### src/rtl/ram_burst_reader.sv
// ram_burst_reader: streams count+1 words from a 2-cycle-latency RAM through a 4-entry FIFO with ready/valid output.
// Ports: clock, reset_n (async active-low); start/base_addr/count request a burst;
//        rdaddress/q talk to the RAM; out_valid/out_ready/out_data/out_last stream the words;
//        busy is high outside IDLE; done pulses once after the final word is accepted.
// Optional: define RAM_BURST_READER_ABORT_EN to add an abort input that cancels a burst without done.
module ram_burst_reader #(
  parameter int bus_width  = 8,
  parameter int addr_width = 8
) (
  input  logic                  clock,
  input  logic                  reset_n,
  input  logic                  start,
  input  logic [addr_width-1:0] base_addr,
  input  logic [addr_width-1:0] count,
  output logic [addr_width-1:0] rdaddress,
  input  logic [bus_width-1:0]  q,
  output logic                  out_valid,
  input  logic                  out_ready,
  output logic [bus_width-1:0]  out_data,
  output logic                  out_last,
  output logic                  busy,
  output logic                  done
`ifdef RAM_BURST_READER_ABORT_EN
  ,
  input  logic                  abort
`endif
);
  typedef enum logic [1:0] {IDLE, RUN, DRAIN} state_t;
  state_t state;
  logic [addr_width-1:0] remain;
  // p1/p2 track a read one and two cycles after issue; l1/l2 tag the final read
  logic p1, p2, l1, l2;
  logic [bus_width-1:0] mem [4];
  logic [3:0] mem_last;
  logic [1:0] wr, rd;
  logic [2:0] cnt;
  logic issue, final_issue, push, pop, kill, drained;
  // issued-but-unaccepted words bound the FIFO fill, so it can never overflow
  assign issue       = state == RUN && (cnt + {2'b0, p1} + {2'b0, p2}) < 3'd4;
  assign final_issue = issue && remain == '0;
  assign push        = p2;
  assign pop         = out_valid && out_ready;
  // the DRAIN exit is predicted from this cycle's pop so done lands right after the last acceptance
  assign drained     = state == DRAIN && !p1 && !p2 && cnt == {2'b0, pop};
`ifdef RAM_BURST_READER_ABORT_EN
  assign kill = abort && state != IDLE;
`else
  assign kill = 1'b0;
`endif
  assign out_valid = cnt != 3'd0;
  assign out_data  = out_valid ? mem[rd] : '0;
  assign out_last  = out_valid && mem_last[rd];
  assign busy      = state != IDLE;
  always_ff @(posedge clock)
    if (push) begin
      mem[wr]      <= q;
      mem_last[wr] <= l2;
    end
  always_ff @(posedge clock or negedge reset_n)
    if (!reset_n) begin
      state     <= IDLE;
      remain    <= '0;
      rdaddress <= '0;
      {p1, p2, l1, l2} <= '0;
      wr        <= '0;
      rd        <= '0;
      cnt       <= '0;
      done      <= 1'b0;
    end else if (kill) begin
      state <= IDLE;
      {p1, p2, l1, l2} <= '0;
      wr    <= '0;
      rd    <= '0;
      cnt   <= '0;
      done  <= 1'b0;
    end else begin
      done <= drained;
      p1   <= issue;
      l1   <= final_issue;
      p2   <= p1;
      l2   <= l1;
      if (push) wr <= wr + 2'd1;
      if (pop) rd <= rd + 2'd1;
      cnt <= cnt + {2'b0, push} - {2'b0, pop};
      if (state == IDLE && start) begin
        state     <= RUN;
        rdaddress <= base_addr;
        remain    <= count;
      end
      // the address register keeps the last issued address once the burst has been fully issued
      if (issue) begin
        if (final_issue) state <= DRAIN;
        else begin
          remain    <= remain - 1'b1;
          rdaddress <= rdaddress + 1'b1;
        end
      end
      if (drained) state <= IDLE;
    end
endmodule

### config.mk
export PLATFORM = sky130hd
export DESIGN_NAME = ram_burst_reader
export DESIGN_NICKNAME = d
export VERILOG_FILES = /design/src/rtl/ram_burst_reader.sv
export SDC_FILE = /design/constraint.sdc
export NUM_CORES = 1
export LEC_CHECK = 0
export ABC_CLOCK_PERIOD_IN_PS = 3760
export CELL_PAD_IN_SITES_DETAIL_PLACEMENT = 1
export CELL_PAD_IN_SITES_GLOBAL_PLACEMENT = 1
export CORE_ASPECT_RATIO = 1.5
export CORE_MARGIN = 3
export CORE_UTILIZATION = 47
export CTS_CLUSTER_SIZE = 12
export DETAILED_ROUTE_END_ITERATION = 6
export MAX_ROUTING_LAYER = met4
export PLACE_DENSITY = 0.93
export SLEW_MARGIN = 40
export SYNTH_ARGS = -nofsm -noshare
export SYNTH_HDL_FRONTEND = slang
export SYNTH_SLANG_ARGS = --single-unit
### constraint.sdc
create_clock -name clock -period 3.76 [get_ports clock]
set_input_delay 1.128 -clock clock [delete_from_list [all_inputs] [get_ports clock]]
set_output_delay 1.128 -clock clock [all_outputs]
set_load 0.03 [all_outputs]
==> results of run 1 <==
[worst register-to-register path, delay by kind of cell, from the launching register on]
| kind | cells | cell delay [ns] |
|---|---|---|
| AND/OR/NAND/NOR | 2 | 0.84 |
| XOR/XNOR | 2 | 0.35 |
| buffers and inverters | 2 | 0.13 |
| flip-flops | 1 | 0.48 |
| adder cells (fa/ha/maj) | 3 | 0.84 |
[worst paths after layout]
path,startpoint,to
worst min-delay path,l1$_DFF_PN0_,l2$_DFF_PN0_
worst max register to register,cnt[1]$_DFF_PN0_,cnt[2]$_DFF_PN0_
worst min register to register,l1$_DFF_PN0_,l2$_DFF_PN0_
max in group asynchronous,reset_n,remain[5]$_DFF_PN0_
worst max-delay path,rd[0]$_DFFE_PN0P_,out_data[5]
min in group asynchronous,reset_n,rdaddress[5]$_DFF_PN0_
[sequential cells by signal (all words and copies together), names as in the netlist]
| name | count |
|---|---|
| l1 | 1 |
| p2 | 1 |
| cnt | 3 |
| rd | 2 |
| p1 | 1 |
| wr | 2 |
| mem_last | 4 |
| state | 2 |
| done | 1 |
| l2 | 1 |
| mem | 32 |
| remain | 8 |
| rdaddress | 8 |
[layer usage]
layer  global-route usage [%]  up-vias
met2                    38.76       45
met4                    5.409        0
met5                        -        -
met1                    22.58     1096
li1                         -      982
met3                    3.974        9
[layout make-up]
cell class                 count  area share, %
clock buffer                  10          3.567
clock inverter                 6          1.459
inverter                      14          1.362
multi-input combinational    147          31.16
sequential                    66          47.47
tap                           74          2.399
timing repair buffer          49          12.58
[power by group through the flow]
stage	Combinational (uW)	Clock [uW]	Sequential, uW
finish	1430	572	1230
global route	1570	625	1270
CTS	1460	591	1220
detailed placement	1440	0	1240
global placement	1350	0	1220
floorplan	957	0	1200
[layout by cell type, fill, tap and decap left out, types with 2 or more instances in the layout]
cell and count:
clkdlybuf4s50_1 47, edfxtp_1 36, dfrtp_1 30, nor2_1 26, and2_1 14, inv_1 13, a211oi_1 12, ha_1 10
clkbuf_8 10, nand2_1 9, mux4_2 9, and3_1 6, a21oi_1 5, nand3_1 4, xnor2_1 3, o21ai_0 3
nor3_1 3, a21o_1 3, clkinv_2 3, nand2b_1 2, o211ai_1 2, o221a_2 2, a221oi_1 2, o32ai_1 2
mux2i_1 2, nor3_2 2, a221o_1 2, a31o_2 2, xor2_1 2, buf_4 2
[cells by family after synthesis]
family | share of synthesized area, %
xor+xnor | 1.393
simple gates | 13.49
mux | 7.083
buf+inv | 3.502
flops | 58.26
fa+ha+maj | 4.616
compound gates | 11.66
[metrics by stage]
step	std cells	total power (uW)	setup slack, ns
2_1_floorplan	235	2160	1.236
3_3_place_gp	350	2568	0.5726
3_5_place_dp	350	2679	0.5121
4_1_cts	366	3271	0.1438
5_1_grt	366	3456	0.05360
6_report	366	3229	0.2010
==> impl_results.md, run 1 <==
- Delay-heaviest family, CP: flip-flops
- # hold bufs at CTS: 0
- CP Cell Sequence: mux4_2 > and2_1 > clkdlybuf4s50_1
- Boundary Pins: 48
- Largest stage delay on the critical path: 0.75 ns
- WS Path Type: flop to primary output
- Initial Utilization: 49.86%
- Met3 Routed Length: 186 microns
- Clk sinks: 66
- Net count, final: 326
- Max layer used: met4
- Logic pwr share: 44.3%
- Worst r2r path cells: 9
- Period utilization: 94.65%
- Crit path launch type: flop
- CTS clock-pin slew for the worst setup and hold paths: 0.07 ns
- Core area: 0.006306 sq mm
- Avg Synthesized Cell Area: 13.38 sq um
- Reg power frac: 37.9%
- Internal Pwr Total: 1947 uW
- Synth Register Bits: 66
- Slowest CP cell: dfrtp_1
- Vias post-DR: 2132
- PwrDens: 836.7 mW/mm^2
- Cell depth of the worst setup path: 3
- Final WL: 7.241 mm
- Dpl hpwl: 5.386 mm
- Asr flop ratio synth: 45.45%
- Crit path arrival time: 2.43 ns
- Inserted Clock Buffers: 9
- Peak VDD IR: 0.0005069 V
- Routability cong.: 0.7458
- Relative slew slack: 57.53%
- Layout Skew: 0.008365 ns
- R2r setup slk: 1.05 ns
- Count of pins over their slew limit: 0
- Core Util, Final: 61.19%
- Area Growth Syn to Fin: 22.72%
- Register area share after synthesis: 58.26%
- Die X: 72.78 microns
- Bufs on Longest Clock Path: 2
- Die area: 0.007727 sq mm
- Min cycle time layout: 3.559 ns
- Post-Route M1 WL: 2.734 mm
- Metal2 WL: 4.227 mm
- Dpl cell area: 0.003665 sq mm
- Area contributors post-synth: edfxtp_1 34%, dfrtp_1 24%, mux4_2 6.4%
- Die Y: 106.2 microns
- DRC: 0
- Final hold violations: 0
- Switching Fraction: 39.71%
- Main synth FF type: edfxtp_1
- Worst-skew pair later-pin latency: 0.33 ns
- Post-synthesis cell count: 235
- Post-CTS setup buffer count: 0
- Worst slew pin tran: 0.6371 ns
- H-tree depth: 3
- # setup viols final: 0
- Total track usage: 21.04%
- Synth cell types: 51
- Share of cells above drive strength 1: 14.73%
- Root Driver: clkbuf_8
- WHS: 0.3583 ns
- Pin count of the biggest net entering global routing: 31
- Leading area contributor after synthesis: edfxtp_1
- Routed Antenna Nets: 0
- Num rows: 35
- Vias per std cell: 5.825
- Synthesized Nets: 274
- Crit end category: primary output
- Vias in the first global route: 2323
- Status: completed
- Reg area: 0.001832 sq mm
- Total gr overflow: 0
- TritonCTS clock tree: done
- Post-synth top cells: 36 x edfxtp_1, 30 x dfrtp_1, 26 x nor2_1
- Most common cell in the netlist: edfxtp_1
- FMAX: 281.0 MHz
- Hold Path Stages: 0
- Sw Pwr: 1282 uW
- Hold crit path type: flop to flop
- Number of synthesized flops with an enable pin: 36
- Unrepaired setup endpoints after global routing: false
- First-pass GRT wire length: 11.98 mm
- DRT iter0 DRCs: 88
- Initial antenna violation count: 0
- Required time of the critical path: 2.63 ns
- Filler instances: 660
- Crit-path max FO: 11
- Yosys top cell area share: 34.38%
- MaxCap Viol Count: 0
- Cell Area, Synth: 0.003144 sq mm
- Finished Cell Area: 0.003859 sq mm
- Setup TNS: 0 ns
- CTS resizes: 0
- Lkg Pwr: 0.001460 uW
- CP Buf/Inv Count: 1
- ANT cells: 0
- Ys Warns: 0
- Multi-input logic area: 0.001202 sq mm
- WL/cell: 19.78 microns
- I/O Buffers: 47
- Clock share of power: 17.7%
- DR pass1 iterations: 4
No activity file was read; power rests on OpenSTA's default activity.
==> inputs of run 2 (changes only) <==
--- a/config.mk
+++ b/config.mk
@@ -6,6 +6,7 @@
 export NUM_CORES = 1
 export LEC_CHECK = 0
 export ABC_CLOCK_PERIOD_IN_PS = 3760
+export CAP_MARGIN = 15
 export CELL_PAD_IN_SITES_DETAIL_PLACEMENT = 1
 export CELL_PAD_IN_SITES_GLOBAL_PLACEMENT = 1
 export CORE_ASPECT_RATIO = 1.5
==> results of run 2 <==
Same layout as run 1: the final DEF is identical, and so are final timing and power.
==> RTL edit 1: new RTL, config.mk and constraints of run 1 <==
Set the parameter `addr_width` to 10 (it was 8).
--- a/src/rtl/ram_burst_reader.sv
+++ b/src/rtl/ram_burst_reader.sv
@@ -6,5 +6,5 @@
 module ram_burst_reader #(
   parameter int bus_width  = 8,
-  parameter int addr_width = 8
+  parameter int addr_width = 10
 ) (
   input  logic                  clock,
Interface: changed (resized base_addr, count and rdaddress); port bits go from 48 to 54. The function was not compared with the original's and may differ.
==> RTL edit 1 against run 1 <==
- clock skew fell by 0.0010 ns
- worst setup slack worse by 0.021 ns
- wire length is 9.8% higher
- cell area rose by 4.9%
- total power is 7.7% higher
- area after synthesis rose by 3.7%
- non-clock buffer count is 7 higher
- sequential cell count grew 4
- critical path type unchanged
==> RTL edit 1: results (changes against run 1) <==
stage,metric,value,unit,change
routing,DRT iter0 DRCs,124,,was 88
status,status,completed,,unchanged
place,Port Buf Inserts,53,,was 47
layout,Nets,359,,was 326
yosys,Synth cell types,47,,was 51
power_and_ir_drop,P_leak,1.53,nW,was 1.46 nW
place,dpl cells,381,,was 350
global_route,largest net degree at the start of global routing,35,,was 31
routing,vias per inst,5.89,,was 5.83
yosys,Avg Synthesized Cell Area,12.6,um2,was 13.4 um2
clocking,"Gates resized, CTS repair",0,,unchanged
layout,Finished Layout Cells,398,,was 366
power_and_ir_drop,worst IR drop on VDD,0.544,mV,was 0.507 mV
yosys,syn nets,300,,was 274
place,Post-Place Worst Slack,0.512,ns,about the same
clocking,clk_lat worst skew,0.35,ns,was 0.33 ns
layout,biggest regs,"mem: 32 flops, rdaddress: 10 flops, remain: 10 flops",,"was mem: 32 flops, rdaddress: 8 flops, remain: 8 flops"
layout,layout filler cell count,671,,was 660
yosys,Async SR Flop Fraction,48.6,%,was 45.5%
global_route,total global routing track utilization,22.9,%,was 21.0%
yosys,"Seq/Total Area, Yosys",59.2,%,was 58.3%
yosys,top post-synthesis cells by area,"edfxtp_1 33%, dfrtp_1 26%, mux4_2 6.2%, ha_1 3.5%, and2_1 3.1%",,"was edfxtp_1 34%, dfrtp_1 24%, mux4_2 6.4%, ha_1 4.0%, nor2_1 3.1%"
global_route,vias in the first global route,2643,,was 2323
layout,fraction of layout cells with a size suffix above 1,11.8,%,was 14.7%
timing,Final period util,95.2,%,was 94.7%
place,final RePlAce weighted congestion,0.843,,was 0.746
yosys,top post-synthesis cells by count,"36 x edfxtp_1, 34 x dfrtp_1, 26 x nor2_1",,"was 36 x edfxtp_1, 30 x dfrtp_1, 26 x nor2_1"
global_route,first-pass GRT wire length,13000,um,was 12000 um
place,DP HPWL,5880,um,was 5390 um
critical_path,slowest CP cell,dfrtp_1,,unchanged
[RTL edit 1: worst paths after layout]
kind / start / end / slack [ns] / cells past startpoint
worst max-delay path: rd[0]$_DFFE_PN0P_ / out_data[3] / 0.18 / 3
worst min register to register: l1$_DFF_PN0_ / l2$_DFF_PN0_ / 0.38 / 0
worst max register to register: p2$_DFF_PN0_ / rdaddress[0]$_DFF_PN0_ / 1.20 / 7
max in group asynchronous: reset_n / l1$_DFF_PN0_ / 2.24 / 2
worst min-delay path: l1$_DFF_PN0_ / l2$_DFF_PN0_ / 0.38 / 0
min in group asynchronous: reset_n / remain[7]$_DFF_PN0_ / 1.18 / 2
[RTL edit 1: cells by family after synthesis]
logic type,count (synthesis),synth area share [%]
buffers and inverters,24,2.92
and+or+nand+nor,83,14.0
xor gates and xnor gates,5,1.34
DFF,70,59.2
adders and majority gates,10,4.07
AOI/OAI and AO/OA,56,12.0
muxes,10,6.52
[RTL edit 1: layout make-up]
class | count | area share [%]
clock buffers | 10 | 3.15
clock inverters | 6 | 0.927
inverters | 16 | 1.48
multi-input cells | 164 | 30.7
flip-flops and latches | 70 | 47.7
well taps | 76 | 2.35
repair buffers | 56 | 13.7
[RTL edit 1: layer usage]
metal / vias to the layer above / GRT usage (%) / part of all wire [%]
met4: 0 / 11.3 / 2.0
met1: 1187 / 23.4 / 36
met2: 70 / 40.8 / 58
li1: 1075 / - / -
met5: - / - / 0
met3: 14 / 4.28 / 3.7
[RTL edit 1: metrics by stage]
step / utilization, % / area (um2)
after floorplan: - / 3260
after global placement: 58.4 / 3870
after detailed placement: 58.5 / 3870
after CTS: 61.0 / 4040
after global routing: 61.1 / 4050
final: 61.1 / 4050
[RTL edit 1: worst reg2reg max path, delay by kind of cell, from the launching register on]
family	cells	cell delay (ns)
DFF	1	0.49
and+or+nand+nor	1	0.22
adders and majority gates	1	0.35
buffers and inverters	1	0.18
AOI/OAI and AO/OA	4	1.19
[RTL edit 1: report_power, final]
part           total, mW  leakage [nW]  internal [mW]  switching [mW]
Clock              0.530        0.0801          0.237           0.293
Combinational       1.62         0.742          0.712           0.908
Sequential          1.33         0.712           1.06           0.266
Total               3.48          1.53           2.01            1.47
==> RTL edit 2: new RTL, config.mk and constraints of run 1 <==
Made on the original files. Encoding of `state_t`: now one-hot (3 bits for 3 states).
--- a/src/rtl/ram_burst_reader.sv
+++ b/src/rtl/ram_burst_reader.sv
@@ -26,5 +26,5 @@
 `endif
 );
-  typedef enum logic [1:0] {IDLE, RUN, DRAIN} state_t;
+  typedef enum logic [2:0] {IDLE = 3'b001, RUN = 3'b010, DRAIN = 3'b100} state_t;
   state_t state;
   logic [addr_width-1:0] remain;
Function: no difference found for any inputs over 10 cycles, from zero or initial values and one cycle with reset_n low; not proved beyond that.
==> RTL edit 2 against run 1 <==
- area after synthesis shrank 2.7%
- cell area down 2.6%
- worst setup slack got worse by 0.020 ns
- clock skew grew 0.0023 ns
- sequential cell count is 1 higher
- synthesized cell count rose by 1.3%
- count of clock-buffer cells in the layout grew 3
- wire length up 1.7%
- cell count rose by 0.55%
Power is not compared: it rests on default switching activity, and its combinational part moved more than twofold at a synthesized area within 25%.
==> RTL edit 2: results (changes against run 1) <==
stage,metric,value,unit,change
routing,DRT iter0 DRCs,150,,was 88
layout,fraction of layout cells with a size suffix above 1,9.86,%,was 14.7%
layout,ANT cells,0,,unchanged
routing,M1 wire length,2870,um,was 2730 um
global_route,first-pass GRT wire length,12100,um,was 12000 um
layout,layout filler cell count,621,,was 660
timing,Setup Skew,0.0106,ns,was 0.00836 ns
place,DP Area,3570,um2,was 3660 um2
global_route,Global Route met2 Usage,38.1,%,was 38.8%
place,final RePlAce weighted congestion,0.771,,was 0.746
global_route,met1 GRT Util,23.8,%,was 22.6%
routing,met2 WL,4070,um,was 4230 um
yosys,Async SR Flop Fraction,46.3,%,was 45.5%
yosys,post-synthesis xor/xnor area fraction,1.43,%,was 1.39%
layout,Nets,328,,was 326
yosys,top post-synthesis cells by area,"edfxtp_1 35%, dfrtp_1 25%, mux4_2 6.6%, ha_1 4.1%, and2_1 2.9%",,"was edfxtp_1 34%, dfrtp_1 24%, mux4_2 6.4%, ha_1 4.0%, nor2_1 3.1%"
critical_path,"Arr. time, crit path",2.45,ns,was 2.43 ns
yosys,Compound-Gate Fraction of Synth Area,9.08,%,was 11.7%
layout,Finished Layout Cells,368,,was 366
place,DP HPWL,5240,um,was 5390 um
routing,DR WL/cell,20.0,um,was 19.8 um
yosys,mux contribution to synthesized area,6.63,%,was 7.08%
global_route,vias in the first global route,2370,,was 2323
global_route,largest net degree at the start of global routing,32,,was 31
place,Post-Place Worst Slack,0.486,ns,was 0.512 ns
timing,Slew HR,54.8,%,was 57.5%
status,status,completed,,unchanged
yosys,top post-synthesis cells by count,"36 x edfxtp_1, 30 x dfrtp_1, 21 x inv_1, 21 x nand2_1",,"was 36 x edfxtp_1, 30 x dfrtp_1, 26 x nor2_1"
place,dpl cells,352,,was 350
power_and_ir_drop,Power Total,2.02,mW,
global_route,total global routing track utilization,21.8,%,was 21.0%
critical_path,crit path max fanout,11,,unchanged
yosys,"Seq/Total Area, Yosys",60.7,%,was 58.3%
global_route,grt met3 use,2.98,%,was 3.97%
yosys,syn nets,277,,was 274
yosys,Synth Area in Adders,4.74,%,was 4.62%
yosys,Synth cell types,42,,was 51
routing,vias per inst,5.73,,was 5.83
critical_path,r2r setup slk,1.18,ns,was 1.05 ns
RTL edit 2: cell types whose count changed in the layout (fill, tap and decap cells not counted), moves of 3 or more:
cell / change
a211oi_1: -12
a21oi_1: +6
clkbuf_1: +3
inv_1: +8
nand2_1: +12
nor2_1: -12
nor3b_1: +3
o21ai_1: +7
o22ai_1: +10
RTL edit 2: how the worst min path moves through the flow:
stage | from | to | slack [ns] | cells past startpoint
final | l1$_DFF_PN0_ | l2$_DFF_PN0_ | 0.38 | 0
after global routing | l1$_DFF_PN0_ | l2$_DFF_PN0_ | 0.38 | 0
after CTS | l1$_DFF_PN0_ | l2$_DFF_PN0_ | 0.39 | 0
after detailed placement | l1$_DFF_PN0_ | l2$_DFF_PN0_ | 0.35 | 0
after global placement | l1$_DFF_PN0_ | l2$_DFF_PN0_ | 0.33 | 0
after floorplan | l1$_DFF_PN0_ | l2$_DFF_PN0_ | 0.33 | 0
RTL edit 2: cell type report:
| cell class | count | area (um2) | share of cell area, % |
|---|---|---|---|
| Timing Repair Buffer | 48 | 478 | 12.7 |
| Multi-Input combinational cell | 142 | 1060 | 28.3 |
| Inverter | 21 | 78.8 | 2.10 |
| Sequential cell | 67 | 1860 | 49.4 |
| Clock buffer | 13 | 149 | 3.96 |
| Tap cell | 74 | 92.6 | 2.46 |
| Clock inverter | 3 | 38.8 | 1.03 |
RTL edit 2: worst max-delay path, stage by stage (launching register included):
cell and delay (ns):
dfrtp_1 0.77, mux4_2 0.59, and2_1 0.17, clkdlybuf4s50_1 0.59
RTL edit 2: cells by family (layout without fill, tap and decap cells):
family	after synthesis	in the layout
simple gates	74	74
buf+inv	29	85
fa+ha+maj	11	11
mux	9	9
flops	67	67
xor+xnor	5	5
compound gates	43	43
